[config.mk]
export PLATFORM = sky130hd
export DESIGN_NAME = legv8_multicycle_control
export DESIGN_NICKNAME = d
export VERILOG_FILES = /design/src/rtl/legv8_pkg.sv /design/src/rtl/legv8_opcode_class.sv /design/src/rtl/legv8_multicycle_control.sv
export SDC_FILE = /design/constraint.sdc
export NUM_CORES = 1
export LEC_CHECK = 0
export ABC_CLOCK_PERIOD_IN_PS = 2700
export BUFFER_PORTS_ARGS = -buffer_cell sky130_fd_sc_hd__buf_4
export CAP_MARGIN = 10
export CORE_ASPECT_RATIO = 1.4
export CORE_MARGIN = 4
export CORE_UTILIZATION = 54
export DETAILED_ROUTE_END_ITERATION = 8
export PLACE_DENSITY = 0.86
export SLEW_MARGIN = 20
export SYNTH_ARGS = -nofsm -noshare
export SYNTH_HDL_FRONTEND = slang
export SYNTH_SLANG_ARGS = --single-unit
export TNS_END_PERCENT = 100
[constraint.sdc]
create_clock -name clk -period 2.7 [get_ports clk]
set_clock_uncertainty 0.1 [all_clocks]
set_input_delay 0.27 -clock clk [delete_from_list [all_inputs] [get_ports clk]]
set_output_delay 0.27 -clock clk [all_outputs]
set_load 0.01 [all_outputs]
[src/rtl/legv8_pkg.sv]
// Shared types and constants for the LEGv8 multicycle controller: state encoding,
// opcode patterns, and the ALU and datapath select codes.
package legv8_pkg;

  typedef enum logic [3:0] {
    S_RST,
    S_FETCH,
    S_DECODE,
    S_EXEC_R,
    S_WB_R,
    S_ADDR,
    S_MEM_RD,
    S_WB_LD,
    S_MEM_WR,
    S_CBZ,
    S_BR,
    S_TRAP
  } state_t;

  typedef enum logic [2:0] {
    CLS_RTYPE,
    CLS_LOAD,
    CLS_STORE,
    CLS_CBZ,
    CLS_B,
    CLS_ILLEGAL
  } op_class_t;

  localparam logic [10:0] OP_ADD   = 11'b10001011000;
  localparam logic [10:0] OP_SUB   = 11'b11001011000;
  localparam logic [10:0] OP_AND   = 11'b10001010000;
  localparam logic [10:0] OP_ORR   = 11'b10101010000;
  localparam logic [10:0] OP_LDUR  = 11'b11111000010;
  localparam logic [10:0] OP_STUR  = 11'b11111000000;
  localparam logic [10:0] OP_CBZ   = 11'b10110100000;
  localparam logic [10:0] CBZ_MASK = 11'b11111111000;
  localparam logic [10:0] OP_B     = 11'b00010100000;
  localparam logic [10:0] B_MASK   = 11'b11111100000;

  localparam logic [1:0] ALUOP_ADD   = 2'b00;
  localparam logic [1:0] ALUOP_PASSB = 2'b01;
  localparam logic [1:0] ALUOP_RTYPE = 2'b10;

  localparam logic [1:0] ALUSRCB_REG      = 2'b00;
  localparam logic [1:0] ALUSRCB_FOUR     = 2'b01;
  localparam logic [1:0] ALUSRCB_IMM      = 2'b10;
  localparam logic [1:0] ALUSRCB_IMM_SHL2 = 2'b11;

  // Opcodes whose low bits carry part of an immediate match only under a mask.
  function automatic logic op_match(input logic [10:0] op,
                                    input logic [10:0] pattern,
                                    input logic [10:0] mask);
    return (op & mask) == (pattern & mask);
  endfunction

endpackage

[src/rtl/legv8_opcode_class.sv]
// Classifies the 11-bit LEGv8 opcode field into the instruction groups the
// controller dispatches on.
module legv8_opcode_class
  import legv8_pkg::*;
(
  input  logic [10:0] opcode,
  output op_class_t   op_class
);

  always_comb begin
    op_class = CLS_ILLEGAL;
    if (opcode == OP_ADD || opcode == OP_SUB || opcode == OP_AND || opcode == OP_ORR)
      op_class = CLS_RTYPE;
    else if (opcode == OP_LDUR)
      op_class = CLS_LOAD;
    else if (opcode == OP_STUR)
      op_class = CLS_STORE;
    else if (op_match(opcode, OP_CBZ, CBZ_MASK))
      op_class = CLS_CBZ;
    else if (op_match(opcode, OP_B, B_MASK))
      op_class = CLS_B;
  end

endmodule

[src/rtl/legv8_multicycle_control.sv]
// Moore controller for the shared LEGv8 multicycle datapath, with memory-ready
// stalls, an illegal-opcode trap and a retired-instruction counter.
//
// state    | meaning
// RST      | post-reset idle, all controls low
// FETCH    | read instruction, load IR, PC+4 when memory is ready
// DECODE   | branch target into ALUOut, dispatch on opcode class
// EXEC_R   | R-type ALU operation on A and B
// WB_R     | write ALU result to register file
// ADDR     | effective address A + sign-extended offset
// MEM_RD   | data read, waits for mem_ready
// WB_LD    | write MDR to register file
// MEM_WR   | data write, waits for mem_ready
// CBZ      | pass B through ALU, PC <= ALUOut if zero
// BR       | PC <= ALUOut
// TRAP     | unsupported opcode, halted until reset
module legv8_multicycle_control
  import legv8_pkg::*;
#(
  parameter int CNT_W = 16
) (
  input  logic             clk,
  input  logic             reset_n,
  input  logic [10:0]      opcode,
  input  logic             zero,
  input  logic             mem_ready,
  output logic             ALUOp1,
  output logic             ALUOp0,
  output logic             ALUSrcA,
  output logic [1:0]       ALUSrcB,
  output logic             PCWrite,
  output logic             PCWriteCond,
  output logic             PCSource,
  output logic             IorD,
  output logic             MemRead,
  output logic             MemWrite,
  output logic             IRWrite,
  output logic             RegWrite,
  output logic             MemtoReg,
  output logic             Reg2Loc,
  output logic             halt,
  output logic [CNT_W-1:0] instr_count
);

  state_t    state;
  state_t    state_nxt;
  op_class_t op_class;
  logic      retire;
  logic [1:0] alu_op;

  // The zero flag gates the PC load in the datapath, not in this FSM.
  logic unused_zero;
  assign unused_zero = zero;

  legv8_opcode_class u_opcode_class (
    .opcode   (opcode),
    .op_class (op_class)
  );

  always_ff @(posedge clk) begin
    if (!reset_n) begin
      state       <= S_RST;
      instr_count <= '0;
    end else begin
      state <= state_nxt;
      if (retire)
        instr_count <= instr_count + CNT_W'(1);
    end
  end

  always_comb begin
    state_nxt = state;
    retire    = 1'b0;
    case (state)
      S_RST:    state_nxt = S_FETCH;
      S_FETCH:  if (mem_ready) state_nxt = S_DECODE;
      S_DECODE: begin
        case (op_class)
          CLS_RTYPE:             state_nxt = S_EXEC_R;
          CLS_LOAD, CLS_STORE:   state_nxt = S_ADDR;
          CLS_CBZ:               state_nxt = S_CBZ;
          CLS_B:                 state_nxt = S_BR;
          default:               state_nxt = S_TRAP;
        endcase
      end
      S_EXEC_R: state_nxt = S_WB_R;
      S_WB_R: begin
        state_nxt = S_FETCH;
        retire    = 1'b1;
      end
      S_ADDR:   state_nxt = (op_class == CLS_STORE) ? S_MEM_WR : S_MEM_RD;
      S_MEM_RD: if (mem_ready) state_nxt = S_WB_LD;
      S_WB_LD: begin
        state_nxt = S_FETCH;
        retire    = 1'b1;
      end
      S_MEM_WR: begin
        if (mem_ready) begin
          state_nxt = S_FETCH;
          retire    = 1'b1;
        end
      end
      S_CBZ, S_BR: begin
        state_nxt = S_FETCH;
        retire    = 1'b1;
      end
      S_TRAP:   state_nxt = S_TRAP;
      default:  state_nxt = S_RST;
    endcase
  end

  always_comb begin
    alu_op      = ALUOP_ADD;
    ALUSrcA     = 1'b0;
    ALUSrcB     = ALUSRCB_REG;
    PCWrite     = 1'b0;
    PCWriteCond = 1'b0;
    PCSource    = 1'b0;
    IorD        = 1'b0;
    MemRead     = 1'b0;
    MemWrite    = 1'b0;
    IRWrite     = 1'b0;
    RegWrite    = 1'b0;
    MemtoReg    = 1'b0;
    Reg2Loc     = 1'b0;
    halt        = 1'b0;
    case (state)
      S_FETCH: begin
        MemRead = 1'b1;
        IRWrite = 1'b1;
        ALUSrcB = ALUSRCB_FOUR;
        // PC+4 lands only once the fetch actually completes.
        PCWrite = mem_ready;
      end
      S_DECODE: ALUSrcB = ALUSRCB_IMM_SHL2;
      S_EXEC_R: begin
        ALUSrcA = 1'b1;
        alu_op  = ALUOP_RTYPE;
      end
      S_WB_R:   RegWrite = 1'b1;
      S_ADDR: begin
        ALUSrcA = 1'b1;
        ALUSrcB = ALUSRCB_IMM;
        Reg2Loc = 1'b1;
      end
      S_MEM_RD: begin
        MemRead = 1'b1;
        IorD    = 1'b1;
      end
      S_WB_LD: begin
        RegWrite = 1'b1;
        MemtoReg = 1'b1;
      end
      S_MEM_WR: begin
        MemWrite = 1'b1;
        IorD     = 1'b1;
        Reg2Loc  = 1'b1;
      end
      S_CBZ: begin
        ALUSrcA     = 1'b1;
        alu_op      = ALUOP_PASSB;
        Reg2Loc     = 1'b1;
        PCWriteCond = 1'b1;
        PCSource    = 1'b1;
      end
      S_BR: begin
        PCWrite  = 1'b1;
        PCSource = 1'b1;
      end
      S_TRAP:   halt = 1'b1;
      default:  ;
    endcase
  end

  assign ALUOp1 = alu_op[1];
  assign ALUOp0 = alu_op[0];

endmodule

# Word-level counts from Yosys, hierarchy flattened
# Index checks and enable logic that the tools add are counted.
[word_totals]
in_bits = 15
wordCells = 71
regBits = 20
output_inout_bits = 32
[op_classes]
n_reduce_logical = 15
n_eq_ne = 26
muxes = 27
addsub = 1
[op_table]
columns = ["operator", "n"]
rows = [
  ["11-bit == test, second input constant", 6],
  ["4-bit case mux with 8 select lines", 1],
  ["16-bit by 1-bit adder with 16-bit output, second input constant", 1],
  ["4-bit by 3-bit == test with 1-bit output, second input constant", 4],
  ["4-bit == test, second input constant", 4],
  ["4-bit two-way mux", 4],
  ["4-bit case mux with 4 select lines", 1],
  ["1-bit two-way mux", 13],
  ["3-bit two-way mux", 4],
  ["2-bit OR reduction", 5],
  ["4-bit by 2-bit == test with 1-bit output, second input constant", 2],
  ["8-bit == test, second input constant", 1],
  ["3-bit by 2-bit == test with 1-bit output, second input constant", 2],
  ["6-bit by 3-bit == test with 1-bit output, second input constant", 1],
  ["2-bit != test, second input constant", 3],
  ["2-bit case mux with 3 select lines", 1],
  ["3-bit OR reduction", 2],
  ["5-bit OR reduction", 1],
  ["4-bit by 1-bit == test with 1-bit output, second input constant", 1],
  ["4-bit zero test", 1],
  ["1-bit case mux with 2 select lines", 2],
  ["2-bit case mux with 2 select lines", 1],
  ["4-bit OR reduction", 1],
  ["3-bit by 1-bit == test with 1-bit output, second input constant", 1],
  ["other kinds (4)", 6],
]

# Logic depth before layout (Yosys ltp)
# Gate-level depths: netlist of the first run.
[logic_depth]
depth_word = 10
ltp_mapped = 6
mapped_depth_nobuf = 5

# Hierarchy
# From an unflattened synthesis of the first run, not the netlist that was laid out.
[unflattened]
cells_unflattened = 194
hier_area_um2 = 1437.6
[modules_own_cells]
columns = ["mod", "cells_per_inst", "area_each_um2", "n_inst", "seq_area_each_um2"]
rows = [
  ["legv8_multicycle_control", 177, 1320.0, 1, 400.4],
  ["legv8_opcode_class", 17, 117.6, 1, 0.0],
]

# Worst setup path after synthesis of the first run
# OpenSTA, ideal clock, no wires.
[synth_timing]
path_type = "reg2reg"
start = "register instr_count[3]"
end = "register instr_count[10]"
setup_time_ns = 0.072
period_less_slack_ns = 1.709
arrival_ns = 1.538
n_path_buf = 1
slack_ns = 0.991
stages_incl_launch_ff = 6
t_required_ns = 2.528
path_cell_list = "dfxtp_1 and4_1 buf_1 nand4_1 a2111oi_2 mux2i_1"
[synth_via]
elab_chain_cells = 1
[synth_rtl]
columns = ["item", "line_no", "source"]
rows = [
  ["from (decl)", "legv8_multicycle_control.sv:42", "output logic [CNT_W-1:0] instr_count"],
  ["from (signal assigned)", "legv8_multicycle_control.sv:67", "instr_count <= instr_count + CNT_W'(1);"],
  ["16-bit by 1-bit adder with 16-bit output", "legv8_multicycle_control.sv:67", ""],
]
# No other way between the ends.
# A chain may end at the register's enable or synchronous reset.

# Worst setup path in the final report of the first run
[layout_timing]
start = "register state[3]"
end = "output port RegWrite"
[layout_via]
elab_chain_cells = 3
elab_cells_between_ends = 4
classes_between = "eq/ne: 2; mux: 1; reduce/logical: 1"
[layout_rtl]
columns = ["item", "line_no", "source"]
rows = [
  ["from (decl)", "legv8_multicycle_control.sv:45", "state_t state;"],
  ["from (signal assigned)", "legv8_multicycle_control.sv:65", "state <= state_nxt;"],
  ["4-bit by 3-bit == test with 1-bit output", "legv8_multicycle_control.sv:127", "case (state)"],
  ["2-bit OR reduction (no source line) *", "n/a", ""],
  ["1-bit two-way mux *", "legv8_multicycle_control.sv:127", ""],
  ["to (decl)", "legv8_multicycle_control.sv:38", "output logic RegWrite,"],
]
# Mark *: on every way between the ends. The rest lies on a longest branch, timed or not.

==> metrics.md, run 1 <==
| Metric | Value |
|---|---|
| Total CTS buffers | 3 |
| Most common cell after layout, fill and taps aside | buf_4 |
| Finish-stage setup viols | 0 |
| CP endpoint kind | output pin |
| Worst hold start | mem_ready |
| WS Path Type | flip-flop to output pin |
| Most frequent cells in the layout | buf_4, nand2_1, dfxtp_1 |
| WHS Path Cells | 3 |
| Tot GR Track Use | 0.201 |
| # diodes | 0 |
| Port bufs | 45 |
| TritonCTS clock tree | yes |
| Nets | 245 |
| Gate Count Post-Synth | 188 |
| DR vias | 1530 |
| Cell leakage power | 0.000706 uW |
| Final min period | 2.18 ns |
| Seq/Total Area, Yosys | 0.272 |
| Clk Latency, worst-skew pair | 0.31 ns |
| Clock root cell | clkbuf_4 |
| Max clock buf depth | 2 |
| Yosys reg bits | 20 |
| Top FF cell, synth | dfxtp_1 |
| Final Max Slew Viols | 0 |
| Ports | 47 |
| Synth Warn # | 0 |
| Die area | 3640 um^2 |
| Largest net degree at the start of global routing | 29 |
| R2R cell count | 4 |
| Async SR Flop Fraction | 0 |
| Clock transition at path regs | 0.11 ns |
| Horiz. Die Dim | 52.2 um |
| WL final | 3450 um |
| Peak supply drop | 0.399 mV |
| CTS resizes | 0 |
| Hold-fix buffer count after cts | 0 |
| Final Util | 0.709 |
| Number of synthesized flops with an enable pin | 0 |
| RSZ-0062 raised after global routing | false |
| Post-synthesis area per instance | 7.84 um^2 |
| Layout cell share with drive strength beyond 1 | 0.268 |
| WHS Endpoint | state[0] |
| Remaining DRCs | 0 |
| Slew @ Worst Pin | 0.597 ns |
| Status | complete, no violations |
| Max transition margin | 0.602 |
| Initial antenna violation count | 0 |
| Overflow left after global routing | 0 |
| DR WL/cell | 13.1 um |
| CTS HTree Levels | 1 |
| CTS sink cnt | 20 |
| Reg-to-Reg Start | state[3] |
| Slack of the worst reg-to-reg path | 0.63 ns |
| Mapped Nets | 204 |
| Dpl hpwl | 2730 um |
| Worst Path Arrival | 1.81 ns |
| Final hold vios | 0 |
| Antenna Nets Post-Route | 0 |
| Layout area overhead | 25.8% |
| Vias in the first global route | 1416 |
| Reg2reg end | instr_count[8] |
| Post-synth cell types | 47 |
| MaxCap Viol Count | 0 |
| Worst-path fanout max | 18 |
| Die Span Y | 69.8 um |
| Core ar. | 2620 um^2 |
| Post-CTS Setup Inserts | 0 |
| GPL Wtd Cong | 0.778 |
| Startpoint types | flip-flop |
| Worst Path Required | 2.33 ns |
| Post-synthesis instance area | 1470 um^2 |
| Power density cells | 534 nW/um^2 |
| Iteration count of the initial detailed-routing pass | 4 |
| Starting DRT DRC Count | 33 |
| Vias per std cell | 5.80 |
| Starting Density | 0.564 |
| # rows | 22 |
| First-pass GRT wire length | 5930 um |
| Achievable Freq | 0.459 GHz |
| Hold WC Path Type | input pin to flip-flop |
| Crit share post-route | 0.807 |
| Setup TNS | 0 ns |
[synth_stat cells (2+ instances only)]
| cell type | number | share of area |
|---|---|---|
| nand2_1 | 28 | 0.071 |
| mux2i_1 | 14 | 0.095 |
| o21ai_0 | 2 | 0.0068 |
| a31oi_1 | 2 | 0.0085 |
| xnor2_1 | 2 | 0.012 |
| nand4_1 | 8 | 0.034 |
| nor4bb_1 | 2 | 0.014 |
| or3b_1 | 2 | 0.012 |
| buf_2 | 4 | 0.014 |
| nand3_1 | 10 | 0.034 |
| and2_1 | 2 | 0.0085 |
| nand2b_1 | 15 | 0.064 |
| and3_1 | 2 | 0.0085 |
| and4_1 | 2 | 0.012 |
| dfxtp_1 | 20 | 0.27 |
| a2111oi_2 | 4 | 0.041 |
| nand3b_1 | 2 | 0.010 |
| nor3_1 | 6 | 0.020 |
| clkbuf_1 | 5 | 0.013 |
| a21oi_1 | 18 | 0.061 |
| a21boi_1 | 2 | 0.010 |
| inv_1 | 4 | 0.010 |
| nor2_1 | 8 | 0.020 |
[through the flow]
step | total power [uW] | instance area [um^2] | cells | hold WS [ns] | setup WS, ns
global route | 1050 | 1850 | 264 | 0.218 | 0.381
detailed placement | 822 | 1820 | 260 | 0.371 | 0.645
global placement | 813 | 1820 | 260 | 0.356 | 0.694
CTS | 994 | 1850 | 264 | 0.212 | 0.528
floorplan | 665 | 1470 | 188 | 0.325 | 0.991
finish | 990 | 1850 | 264 | 0.214 | 0.522
[final cells by class]
| cell class | count | area [um^2] |
|---|---|---|
| fillers | 240 | 761 |
| inverters | 5 | 18.8 |
| well taps | 36 | 45.0 |
| multi-input cells | 151 | 993 |
| flip-flops and latches | 20 | 400 |
| repair buffers | 48 | 360 |
| clock buffers | 4 | 36.3 |
[power by group]
group | internal, uW | total, uW | switching (uW) | leakage (uW)
registers | 315 | 375 | 60.1 | 0.000162
logic | 212 | 437 | 225 | 0.000524
clock network | 82.5 | 177 | 94.8 | 0.0000210
[state kept, by name, indices dropped and copies added (netlist names)]
name and count:
instr_count 16, state 4
[how the worst max path moves through the flow]
stage | from | to | slack (ns) | cells past startpoint
after floorplan | instr_count[3] | instr_count[10] | 0.99 | 5
after global placement | state[3] | instr_count[10] | 0.69 | 4
after CTS | state[3] | RegWrite | 0.53 | 4
after global routing | state[3] | RegWrite | 0.38 | 4
final | state[3] | RegWrite | 0.52 | 4
after detailed placement | state[3] | instr_count[8] | 0.65 | 4
[layer usage]
| metal | vias to the layer above | GRT usage | share of wire |
|---|---|---|---|
| met5 | - | 0 | 0 |
| met4 | 0 | 0.108 | 0.033 |
| met3 | 13 | 0.0172 | 0.055 |
| met2 | 44 | 0.361 | 0.52 |
| met1 | 702 | 0.224 | 0.39 |
| li1 | 771 | - | - |
[worst max-delay path: stages (launching register included)]
cell and delay, ns:
dfxtp_1 0.72, nor2b_1 0.15, nand2_1 0.35, inv_2 0.11
buf_4 0.16
[logic make-up after synthesis]
| kind of cell | after synthesis | synth area share |
|---|---|---|
| xor+xnor | 3 | 0.0229 |
| fa+ha+maj | 1 | 0.00849 |
| mux | 14 | 0.0951 |
| compound gates | 39 | 0.196 |
| simple gates | 94 | 0.351 |
| flops | 20 | 0.272 |
| buf+inv | 17 | 0.0543 |
Note: power is estimated with default switching activity, not from simulation.
==> run 2: changes to the inputs <==
Settings changed: ABC_AREA set to 1, ABC_CLOCK_PERIOD_IN_PS 2700 to 1800, CORE_UTILIZATION 54 to 46, PLACE_DENSITY 0.86 to 0.78.
Clock period 2.7 ns to 1.8 ns, I/O delays scaled along.
==> run 2 against run 1 <==
  * Critical path depth increased by 3
  * Wire length rose by 13%
  * Global-route usage down 1.9 points
  * Highest routed layer unchanged
  * Via count increased by 14%
  * Combinational power is 74% higher
  * Hold slack worse by 0.14 ns
  * Clock power rose by 92%
  * Sequential power is 41% higher
  * Largest power group unchanged
  * First-iteration DRC count rose by 73%
  * Cell area is 5.5% higher
  * Non-clock buffer count unchanged
==> metrics.md, run 2 <==
| Metric | Value |
|---|---|
| # rows | 24 (was 22) |
| Die Span Y | 76.0 um (was 69.8 um) |
| Initial antenna violation count | 0 (unchanged) |
| Mapped Nets | 272 (was 204) |
| Crit share post-route | 0.933 |
| Gate Count Post-Synth | 256 (was 188) |
| Final min period | 1.68 ns |
| Area of the multi-input gates | 916 um^2 (was 993 um^2) |
| CTS sink cnt | 20 (unchanged) |
| MaxCap Viol Count | 0 (unchanged) |
| Remaining DRCs | 0 (unchanged) |
| Vias per std cell | 5.08 (was 5.80) |
| Hold WC Path Type | input pin to flip-flop (unchanged) |
| Top Registers | instr_count x16, state x4 (unchanged) |
| Post-synth cell types | 26 (was 47) |
| Cell leakage power | 0.000916 uW (was 0.000706 uW) |
| Layout cell share with drive strength beyond 1 | 0.263 (was 0.268) |
| Finish-stage setup viols | 0 (unchanged) |
| Overflow left after global routing | 0 (unchanged) |
| Ports | 47 (unchanged) |
| Dpl hpwl | 3050 um (was 2730 um) |
| Clock transition at path regs | 0.07 ns (was 0.11 ns) |
| Layout area overhead | 28.9% (was 25.8%) |
| Core ar. | 3150 um^2 (was 2620 um^2) |
| Starting DRT DRC Count | 57 (was 33) |
| WS Path Type | flip-flop to output pin (unchanged) |
| Nets | 321 (was 245) |
| Top-count cell post-synth | nand2_1 (unchanged) |
| Iteration count of the initial detailed-routing pass | 6 (was 4) |
| WL final | 3880 um (was 3450 um) |
| CTS HTree Levels | 1 (unchanged) |
| Tot GR Track Use | 0.182 (was 0.201) |
| PnR worst setup slack | 0.121 ns (was 0.522 ns) |
| Startpoint types | flip-flop (unchanged) |
| # diodes | 0 (unchanged) |
| CP endpoint kind | output pin (unchanged) |
| Die area | 4300 um^2 (was 3640 um^2) |
| Max clock buf depth | 2 (unchanged) |
| Final Max Slew Viols | 0 (unchanged) |
| Power density cells | 832 nW/um^2 (was 534 nW/um^2) |
| Starting Density | 0.481 (was 0.564) |
| Area leader, netlist | dfxtp_1 (unchanged) |
| Worst slack, placed | 0.243 ns (was 0.645 ns) |
| Most frequent cells in the layout | nand2_1, buf_4, inv_1 (was buf_4, nand2_1, dfxtp_1) |
| Most common cell after layout, fill and taps aside | nand2_1 (was buf_4) |
| Clock root cell | clkbuf_8 (was clkbuf_4) |
| Clk Latency, worst-skew pair | 0.26 ns (was 0.31 ns) |
| Max FFs per register | 16 (unchanged) |
| DR vias | 1744 (was 1530) |
| Post-synthesis area per instance | 5.93 um^2 (was 7.84 um^2) |
| Peak supply drop | 0.525 mV (was 0.399 mV) |
| TritonCTS clock tree | yes (unchanged) |
| Max transition margin | 0.624 (was 0.602) |
| Seq/Total Area, Yosys | 0.264 (was 0.272) |
| Final hold vios | 0 (unchanged) |
| Port bufs | 45 (unchanged) |
| Post-synthesis instance area | 1520 um^2 (was 1470 um^2) |
| Async SR Flop Fraction | 0 (unchanged) |
| Yosys reg bits | 20 (unchanged) |
| GPL Wtd Cong | 0.888 (was 0.778) |
| Vias in the first global route | 1633 (was 1416) |
| Number of synthesized flops with an enable pin | 0 (unchanged) |
| Synth area leaders | dfxtp_1, nand2_1, inv_1, nor2_1, a21oi_2 (was dfxtp_1, mux2i_1, nand2_1, nand2b_1, a21oi_1) |
| Register area | 400 um^2 (unchanged) |
| Filler instances | 338 (was 240) |
| Antenna Nets Post-Route | 0 (unchanged) |
| Status | complete, no violations (unchanged) |
| Worst Path Arrival | 1.40 ns (was 1.81 ns) |
| Top FF cell, synth | dfxtp_1 (unchanged) |
| Total CTS buffers | 3 (unchanged) |
| Worst Path Required | 1.52 ns (was 2.33 ns) |
| DR WL/cell | 11.3 um (was 13.1 um) |
| Achievable Freq | 0.596 GHz |
| Largest net degree at the start of global routing | 17 (was 29) |
| Synth Warn # | 0 (unchanged) |
| Horiz. Die Dim | 56.5 um (was 52.2 um) |
| Slew @ Worst Pin | 0.563 ns (was 0.597 ns) |
| Worst-path fanout max | 4 (was 18) |
| Post-layout power | 1630 uW (was 990 uW) |
| First-pass GRT wire length | 6580 um (was 5930 um) |
| Yosys top cell area share | 0.264 (was 0.272) |
| Largest Register | instr_count (unchanged) |
| Top cells by count, synth | nand2_1, inv_1, nor2_1, dfxtp_1, nand3_1 (was nand2_1, dfxtp_1, a21oi_1, nand2b_1, mux2i_1) |
==> run 2: changes by cell type after synthesis, moves of 7 or more <==
cell / previous run / this run
a21oi_1: 18 / 11
a21oi_2: 0 / 8
inv_1: 4 / 43
mux2i_1: 14 / 0
nand2_1: 28 / 67
nand2_2: 0 / 10
nand2b_1: 15 / 0
nor2_1: 8 / 37
o21ai_0: 2 / 12
==> run 2: final cells by class <==
cell class	count	area share
Tap cell	39	0.0250
Timing Repair Buffer	48	0.184
Sequential cell	20	0.205
Inverter	46	0.0896
Clock buffer	4	0.0282
Multi-Input combinational cell	186	0.468
==> run 2: kinds of logic (layout without fill, tap and decap cells) <==
group / after synthesis / in the layout / share of synthesized area
AND/OR/NAND/NOR: 145 / 145 / 0.420
AO/OA/AOI/OAI: 35 / 35 / 0.138
XOR/XNOR: 5 / 5 / 0.0289
flip-flops: 20 / 20 / 0.264
adder cells (fa/ha/maj): 1 / 1 / 0.00824
buffers and inverters: 50 / 98 / 0.141
==> run 2: what timing repair did <==
action	in CTS	in global routing
setup buffers	0	0
setup endpoints to repair	0	3
resized for setup	0	5
hold buffers	0	0
==> run 2: power breakdown <==
part           total [uW]  internal [uW]  switching, uW
Clock                 339            195            145
Combinational         761            297            464
Sequential            527            479           47.4
Total                1630            970            656
==> run 2: path summary, 6_finish.rpt <==
check,from,end,slack (ns),depth (start not counted)
max,state[0],ALUSrcA,0.12,7
min,reset_n,state[3],0.07,3
max reg2reg,state[3],instr_count[8],0.19,7
min reg2reg,instr_count[14],instr_count[14],0.41,2
==> run 2: per-stage QoR <==
stage / cell area, um^2 / hold slack [ns] / setup TNS (ns) / std cells / utilization
after CTS: 1940 / 0.0749 / 0 / 343 / 0.616
final: 1960 / 0.0705 / 0 / 343 / 0.620
after floorplan: 1520 / 0.178 / 0 / 256 / -
after detailed placement: 1890 / 0.340 / 0 / 339 / 0.599
after global placement: 1890 / 0.340 / 0 / 339 / 0.599
after global routing: 1960 / 0.0790 / -0.00519 / 343 / 0.620
==> run 2: per-layer routing <==
| metal | track usage | vias to the layer above | wire length [um] |
|---|---|---|---|
| met5 | 0 | - | 0 |
| met4 | 0.0665 | 0 | 80 |
| met3 | 0.0255 | 8 | 285 |
| met2 | 0.344 | 55 | 1990 |
| met1 | 0.199 | 788 | 1520 |
| li1 | - | 893 | - |
==> run 2: critical path: stages (launching register included) <==
cell	delay [ns]
dfxtp_1	0.36
inv_1	0.11
nor2_2	0.13
inv_1	0.10
nor2_2	0.15
nor2_1	0.07
o21ai_0	0.08
buf_4	0.15
==> run 3: changes to the inputs <==
Settings changed: CELL_PAD_IN_SITES_DETAIL_PLACEMENT set to 1, CELL_PAD_IN_SITES_GLOBAL_PLACEMENT set to 1, CORE_UTILIZATION 46 to 31.
==> run 3 against run 2 <==
  * Fmax shrank 0.88%
  * Power grew 2.6%
  * Global-route usage fell by 3.0 points
  * Die area rose by 42%
  * Via count grew 0.97%
  * Sequential share of layout area decreased by 0.71 points
==> metrics.md, run 3 (synthesis gave the netlist of run 2 again) <==
| Metric | Value |
|---|---|
| Ports | 47 (unchanged) |
| Max clock buf depth | 2 (unchanged) |
| # rows | 29 (was 24) |
| Top Registers | instr_count x16, state x4 (unchanged) |
| Dpl hpwl | 3760 um (was 3050 um) |
| Sw Share | 0.416 (was 0.404) |
| CTS sink cnt | 20 (unchanged) |
| Design area | 2030 um^2 (was 1960 um^2) |
| Horiz. Die Dim | 67.1 um (was 56.5 um) |
| Overflow left after global routing | 0 (unchanged) |
| GPL Wtd Cong | 0.843 (was 0.888) |
| Hold-fix buffer count after cts | 0 (unchanged) |
| TritonCTS clock tree | yes (unchanged) |
| Worst Path Required | 1.52 ns (about the same) |
| Cell Area, Placed | 1920 um^2 (was 1890 um^2) |
| Worst Path Arrival | 1.41 ns (was 1.40 ns) |
| Total CTS buffers | 3 (unchanged) |
| Most frequent cells in the layout | nand2_1, buf_4, inv_1 (unchanged) |
| Most common cell after layout, fill and taps aside | nand2_1 (unchanged) |
| Max transition margin | 0.621 (was 0.624) |
| Clock root cell | clkbuf_8 (unchanged) |
| Finish-stage setup viols | 0 (unchanged) |
| Antenna Nets Post-Route | 0 (unchanged) |
| Final Max Slew Viols | 0 (unchanged) |
| Gate power share | 0.506 (was 0.468) |
| P_sw | 694 uW (was 656 uW) |
| CP endpoint kind | output pin (unchanged) |
| Hold WC Path Type | input pin to flip-flop (unchanged) |
| WL final | 4820 um (was 3880 um) |
| PnR worst setup slack | 0.106 ns (was 0.121 ns) |
| Final Util | 0.436 (was 0.620) |
| DR WL/cell | 13.0 um (was 11.3 um) |
| Power density cells | 824 nW/um^2 (was 832 nW/um^2) |
| Slew @ Worst Pin | 0.568 ns (was 0.563 ns) |
| Vias in the first global route | 1761 (was 1633) |
| Achievable Freq | 0.590 GHz (was 0.596 GHz) |
| Clk pwr share | 0.179 (was 0.209) |
| Die Span Y | 90.8 um (was 76.0 um) |
| Startpoint types | flip-flop (unchanged) |
| DR vias | 1761 (was 1744) |
| Worst-path fanout max | 3 (was 4) |
| CTS HTree Levels | 1 (unchanged) |
| Nets | 326 (was 321) |
| Layout area overhead | 33.5% (was 28.9%) |
| WS Path Type | flip-flop to output pin (unchanged) |
| Worst slack, placed | 0.156 ns (was 0.243 ns) |
| # diodes | 0 (unchanged) |
| Final min period | 1.69 ns (was 1.68 ns) |
| Core ar. | 4640 um^2 (was 3150 um^2) |
| Status | complete, no violations (unchanged) |
| Starting Density | 0.327 (was 0.481) |
| Port bufs | 45 (unchanged) |
| Remaining DRCs | 0 (unchanged) |
| Cell leakage power | 0.000948 uW (was 0.000916 uW) |
| Die area | 6100 um^2 (was 4300 um^2) |
| First-pass GRT wire length | 7530 um (was 6580 um) |
| Clk Latency, worst-skew pair | 0.26 ns (about the same) |
| Largest net degree at the start of global routing | 17 (unchanged) |
| Largest Register | instr_count (unchanged) |
| Tot GR Track Use | 0.153 (was 0.182) |
| Final hold vios | 0 (unchanged) |
| Layout cell share with drive strength beyond 1 | 0.276 (was 0.263) |
| Sequential fraction of design power | 0.315 (was 0.324) |
| Int Power | 976 uW (was 970 uW) |
| Iteration count of the initial detailed-routing pass | 4 (was 6) |
| Clock transition at path regs | 0.07 ns (about the same) |
| Peak supply drop | 0.399 mV (was 0.525 mV) |
| Crit share post-route | 0.941 (was 0.933) |
| Vias per std cell | 4.76 (was 5.08) |
| Starting DRT DRC Count | 58 (was 57) |
| Max FFs per register | 16 (unchanged) |
| MaxCap Viol Count | 0 (unchanged) |
| Initial antenna violation count | 0 (unchanged) |
run 3: changes by cell type in the layout (fill, tap and decap cells not counted), sizes merged:
cell | previous run | this run
clkbuf | 4 | 3
nand3 | 15 | 16
buf | 48 | 52
run 3: worst paths after layout:
path / slack [ns] / cells past startpoint / from / endpoint
max: 0.11 / 7 / state[2] / ALUSrcA
min: 0.08 / 3 / reset_n / state[3]
max reg2reg: 0.15 / 9 / state[1] / instr_count[13]
min reg2reg: 0.41 / 2 / instr_count[5] / instr_count[5]
run 3: area by class of cell:
class	count	area, um^2
tap	62	77.6
sequential	20	400
timing repair buffer	52	403
fill	649	2620
multi-input combinational	187	928
inverter	46	175
clock buffer	3	41.3
run 3: critical path, stage by stage, from the launching register on:
cell and delay, ns:
dfxtp_1 0.35, inv_1 0.08, nor2_2 0.18, inv_1 0.11, nor2_2 0.15, nor2_1 0.07, o21ai_0 0.07, buf_4 0.14
run 3: power by group through the flow:
stage	sequential, uW	combinational [uW]	clock [uW]
after global routing	533	942	322
after CTS	524	766	310
after detailed placement	534	765	0
final	526	845	298
after global placement	531	754	0
after floorplan	528	506	0
run 3: stage by stage:
step	power [uW]	cells	TNS (ns)	hold slack [ns]
2_1_floorplan	1030	256	0	0.178
3_3_place_gp	1290	362	0	0.345
3_5_place_dp	1300	362	0	0.351
4_1_cts	1600	365	0	0.0813
5_1_grt	1800	370	-0.0557	0.107
6_report	1670	370	0	0.0814
run 3: timing repair:
action	4_1_cts	5_1_grt
resized for setup	0	6
endpoints found under the setup margin	0	6
buffers inserted	0	4
run 3: metal layers:
| layer | GRT usage | up-vias | part of all wire |
|---|---|---|---|
| met5 | 0 | - | 0 |
| met4 | 0.0440 | 0 | 0.017 |
| met3 | 0.00996 | 9 | 0.048 |
| met2 | 0.293 | 44 | 0.53 |
| met1 | 0.171 | 803 | 0.40 |
| li1 | - | 905 | - |
